## src/rtl/button_step_ctrl.sv

```systemverilog
// button_step_ctrl: turns two raw, bouncy push-buttons into a 1-cycle step
// pulse and a held direction level for an up/down counter.
//   clk       in  system clock, rising edge
//   rst       in  asynchronous active-high reset
//   btn_up    in  raw up button (async, 1 = pressed)
//   btn_down  in  raw down button (async, 1 = pressed)
//   enable    out registered 1-cycle step pulse
//   direction out registered direction level (1 = up, 0 = down)
//   lockout   out registered, high while the press FSM is in LOCK
module button_step_ctrl #(
  parameter int unsigned DEBOUNCE_CYCLES = 4,
  parameter int unsigned REPEAT_DELAY    = 16,
  parameter int unsigned REPEAT_PERIOD   = 8,
  parameter int unsigned CNT_W           = 16
) (
  input  logic clk,
  input  logic rst,
  input  logic btn_up,
  input  logic btn_down,
  output logic enable,
  output logic direction,
  output logic lockout
);

  localparam int unsigned NBTN = 2;
  localparam logic [CNT_W-1:0] CNT_MAX  = '1;
  localparam logic [CNT_W-1:0] DB_LIM   = CNT_W'(DEBOUNCE_CYCLES);
  localparam logic [CNT_W-1:0] DLY_LIM  = CNT_W'(REPEAT_DELAY);
  localparam logic [CNT_W-1:0] PER_LIM  = CNT_W'(REPEAT_PERIOD);

  typedef enum logic [1:0] {IDLE, HOLD, REPEAT, LOCK} state_t;

  // Index 0 = up, index 1 = down
  logic [NBTN-1:0] sync1, sync2, db;
  logic [CNT_W-1:0] db_cnt [NBTN];
  logic [NBTN-1:0] btn_raw;

  assign btn_raw = {btn_down, btn_up};

  // Two-flop synchronisers
  always_ff @(posedge clk or posedge rst) begin
    if (rst) begin
      sync1 <= '0;
      sync2 <= '0;
    end else begin
      sync1 <= btn_raw;
      sync2 <= sync1;
    end
  end

  // Stable-count debouncers: a level is accepted after DEBOUNCE_CYCLES
  // consecutive cycles of disagreement with the current debounced level
  always_ff @(posedge clk or posedge rst) begin
    if (rst) begin
      db <= '0;
      for (int i = 0; i < NBTN; i++) db_cnt[i] <= '0;
    end else begin
      for (int i = 0; i < NBTN; i++) begin
        if (sync2[i] == db[i]) begin
          db_cnt[i] <= '0;
        end else if (db_cnt[i] == CNT_MAX || (db_cnt[i] + CNT_W'(1)) >= DB_LIM) begin
          db[i]     <= sync2[i];
          db_cnt[i] <= '0;
        end else begin
          db_cnt[i] <= db_cnt[i] + CNT_W'(1);
        end
      end
    end
  end

  logic db_up, db_dn;
  assign db_up = db[0];
  assign db_dn = db[1];

  state_t           state, state_nxt;
  logic [CNT_W-1:0] rpt_cnt, rpt_cnt_nxt;
  logic             enable_nxt, direction_nxt, lockout_nxt;
  logic             active_c, other_c;

  // The held direction identifies which button owns the current press
  assign active_c = direction ? db_up : db_dn;
  assign other_c  = direction ? db_dn : db_up;

  // State and output registers
  always_ff @(posedge clk or posedge rst) begin
    if (rst) begin
      state     <= IDLE;
      rpt_cnt   <= '0;
      enable    <= 1'b0;
      direction <= 1'b1;
      lockout   <= 1'b0;
    end else begin
      state     <= state_nxt;
      rpt_cnt   <= rpt_cnt_nxt;
      enable    <= enable_nxt;
      direction <= direction_nxt;
      lockout   <= lockout_nxt;
    end
  end

  // Press FSM. rpt_cnt holds cycles since the last pulse (1 on the pulse
  // edge itself) and saturates. A pulse is never issued while enable is
  // already high, so pulses can never be back-to-back.
  always_comb begin
    state_nxt     = state;
    enable_nxt    = 1'b0;
    direction_nxt = direction;
    rpt_cnt_nxt   = (rpt_cnt == CNT_MAX) ? rpt_cnt : rpt_cnt + CNT_W'(1);

    unique case (state)
      IDLE: begin
        rpt_cnt_nxt = '0;
        if (db_up && db_dn) begin
          state_nxt = LOCK;
        end else if (db_up) begin
          enable_nxt    = 1'b1;
          direction_nxt = 1'b1;
          rpt_cnt_nxt   = CNT_W'(1);
          state_nxt     = HOLD;
        end else if (db_dn) begin
          enable_nxt    = 1'b1;
          direction_nxt = 1'b0;
          rpt_cnt_nxt   = CNT_W'(1);
          state_nxt     = HOLD;
        end
      end
      HOLD: begin
        // Release is checked first so it beats a repeat due this cycle
        if (!active_c) begin
          state_nxt = IDLE;
        end else if (other_c) begin
          state_nxt = LOCK;
        end else if (REPEAT_DELAY != 0 && rpt_cnt >= DLY_LIM && !enable) begin
          enable_nxt  = 1'b1;
          rpt_cnt_nxt = CNT_W'(1);
          state_nxt   = REPEAT;
        end
      end
      REPEAT: begin
        if (!active_c) begin
          state_nxt = IDLE;
        end else if (other_c) begin
          state_nxt = LOCK;
        end else if (rpt_cnt >= PER_LIM && !enable) begin
          enable_nxt  = 1'b1;
          rpt_cnt_nxt = CNT_W'(1);
        end
      end
      LOCK: begin
        rpt_cnt_nxt = '0;
        if (!db_up && !db_dn) state_nxt = IDLE;
      end
      default: state_nxt = IDLE;
    endcase

    lockout_nxt = (state_nxt == LOCK);
  end

endmodule

```

## config.mk

```make
export PLATFORM = sky130hd
export DESIGN_NAME = button_step_ctrl
export DESIGN_NICKNAME = d
export VERILOG_FILES = /design/src/rtl/button_step_ctrl.sv
export SDC_FILE = /design/constraint.sdc
export NUM_CORES = 1
export LEC_CHECK = 0
export CORE_ASPECT_RATIO = 0.9
export CORE_MARGIN = 4
export CORE_UTILIZATION = 60
export CTS_CLUSTER_DIAMETER = 100
export DETAILED_ROUTE_END_ITERATION = 6
export GPL_ROUTABILITY_DRIVEN = 0
export PLACE_DENSITY = 0.78
export SYNTH_ARGS = -nofsm -noshare
export SYNTH_HDL_FRONTEND = slang
export SYNTH_SLANG_ARGS = --single-unit
```

## constraint.sdc

```tcl
create_clock -name clk -period 3.8 [get_ports clk]
set_input_delay 0.57 -clock clk [delete_from_list [all_inputs] [get_ports clk]]
set_output_delay 0.57 -clock clk [all_outputs]
set_load 0.05 [all_outputs]
```

==> flow_summary.ini <==
[status]
outcome = finished, final reports clean

[floorplan]
die_height_um = 74.95
fp-row-count = 24
dieArea_um2 = 6174
coreArea_um2 = 4835
die_width_um = 82.39
num_io_pins = 7
initial_utilization = 0.6180

[finish]
drive_gt1_frac = 0.08986
final_common_cell = dfrtp_1
fin_area_um2 = 3430
most-common-layout-cells = 58 x dfrtp_1, 34 x nor2_1, 28 x conb_1
nNetsFinal = 356
seq_area_um2 = 1478
n_antenna_cell = 0
n_fill_cell = 370
area_growth_pct = 14.78
multiInputGateArea_um2 = 1543

[clock_tree]
htreeDepth = 3
post_cts_buffers = 0
clk_latency_ps = 330
cts_tree = done
cts_resized = 0
cts.sinks = 59
cts.reportedPaths.clkPinSlew_ps = 70
ctsHoldBuffers = 0
cts.path.max_buffers = 2
cts-root-buf = clkbuf_8
cts_inserted_buffers = 9

[setup_path]
cp-startpoint = direction$_DFFE_PP1P_
arrival_ps = 2680
critPathLaunchType = flip-flop
r2r_slack_ps = 1280
reg2reg_depth = 5
crit_required_ps = 3960
r2r-start = direction$_DFFE_PP1P_
crit_fanout = 15
endpoint_kind = flip-flop
path_class = flip-flop to flip-flop

[route]
ant_nets = 0
wl_per_cell_um = 13.43
drt_iter0_drc = 166
drc = 0
dr.pass1.iters = 5
viasPerCell = 5.588
wl_mm = 5.505
vias = 2291

[global_routing]
track_usage = 0.2049
grt-ovfl-total = 0
met1_usage = 0.2589
grt_util_met2 = 0.3158
grt.busiest_layer = met2
grt_util_met3 = 0.06340
grt_max_degree = 36
grt_pass1_vias = 2082
antenna_found_initial = 0
grt_pass1_wl_mm = 9.356

[sta]
finalCritPeriodShare = 0.6628
slew_headroom = 0.3333
clock_skew_ps = 6.133
final_max_slew_viol_count = 0
finalHoldViolCount = 0
fmax_mhz = 397.0
rsz0062_at_grt = no
setup_violations = 0
timing.final.crit_period_ps = 2519
finalSetupTns_ps = 0
max_slew.worst_pin.slew_ps = 993.4

[logic_synthesis]
ys_types = 56
synth_top_family_by_area = simple AND/OR/NAND/NOR gates
synth_warnings = 0
synth-xor-area-share = 0.04690
synthAdderAreaFrac = 0.05025
synth_compound_area_frac = 0.1076
synth_area_um2 = 2988
synth_seq_cells = 59
yosys.area_share.simple = 0.2504
netlist_instances = 298
synth-seq-area-share = 0.4946
synth_edf_count = 0
syn_avg_cell_area_um2 = 10.03
ys.flop_type = dfrtp_1
muxShareOfSynthArea = 0.02596
synth-async-reset-ratio = 1.000

[place]
dp_hpwl_mm = 3.855
placed_cell_area_um2 = 3226
port_buffers = 6

[worst_hold_path]
hp-start = sync1[0]$_DFF_PP0_
min_path_cells = 0
min_path_type = flip-flop to flip-flop

[run]
cap_violations = 0

[pwr]
leakage_uw = 0.001471
ir_drop_mv = 0.4336
power.density_nw_per_um2 = 490.3
## state kept, by name, summed over array words and instances, names as in the netlist
register / flops
sync1: 2
rpt_cnt: 16
sync2: 2
state: 2
db: 2
lockout: 1
direction: 1
enable: 1
db_cnt: 32
## worst max-delay path, stage by stage (launching register included)
cell	delay, ps
dfstp_2	580
mux2_2	370
nor3_1	310
a21boi_0	150
o21ai_1	790
nor2_1	150
## final cells by class
cell class                 count  area share
multi-input combinational    248      0.4498
inverter                      15     0.01642
clock buffer                  12     0.04524
clock inverter                 4     0.01423
tap                           65     0.02371
sequential                    59      0.4309
timing repair buffer           7     0.01970
## stage by stage
step	hold WS [ps]	power (uW)	utilization	setup WS [ps]	cells
after floorplan	331.2	1025	-	1614	325
after global placement	336.0	1105	0.6672	1363	394
after detailed placement	334.7	1120	0.6672	1250	394
after CTS	349.8	1701	0.7094	1256	410
after global routing	359.8	1792	0.7094	978.4	410
final	348.5	1682	0.7094	1281	410
## final timing paths
| path | endpoint |
|---|---|
| max reg2reg | rpt_cnt[3]$_DFF_PP0_ |
| min reg2reg | sync2[0]$_DFF_PP0_ |
| min in group asynchronous | db_cnt[30]$_DFF_PP0_ |
| max in group asynchronous | direction$_DFFE_PP1P_ |
| min | sync2[0]$_DFF_PP0_ |
| max | rpt_cnt[3]$_DFF_PP0_ |
## synthesized netlist by cell type (3+ instances only)
cell      number  area share
and3_1         5       0.010
a21boi_0       3      0.0075
a21oi_1       14       0.023
nand3_1       19       0.032
nand4_1       12       0.025
a211oi_1       4       0.010
inv_1         15       0.019
mux2i_1        4       0.013
nor3_1        15       0.025
nand2_1       21       0.026
xnor2_1        6       0.018
nand2b_1       3      0.0063
dfrtp_1       58        0.49
o21ai_0        4      0.0067
ha_1          12       0.050
nor2_1        34       0.043
nand3_2        3       0.010
nor4_1        11       0.023
xor2_1        10       0.029
## where the power goes
part	total (uW)	internal, uW	switching [uW]	leakage (uW)
registers	758	686	71.6	0.000735
logic	353	134	220	0.000629
clock network	571	337	233	0.000106
## kinds of logic after synthesis
logic type | Yosys count
AOI/OAI and AO/OA | 44
other | 1
buffers and inverters | 18
adders and majority gates | 12
xor gates and xnor gates | 16
DFF | 59
and+or+nand+nor | 141
muxes | 7
## layer usage
layer	routed length, um	vias to the layer above
met5	0	-
met4	129	0
met3	253	15
met2	2551	58
met1	2571	1087
li1	-	1131
Power figures use the tool's default switching activity.
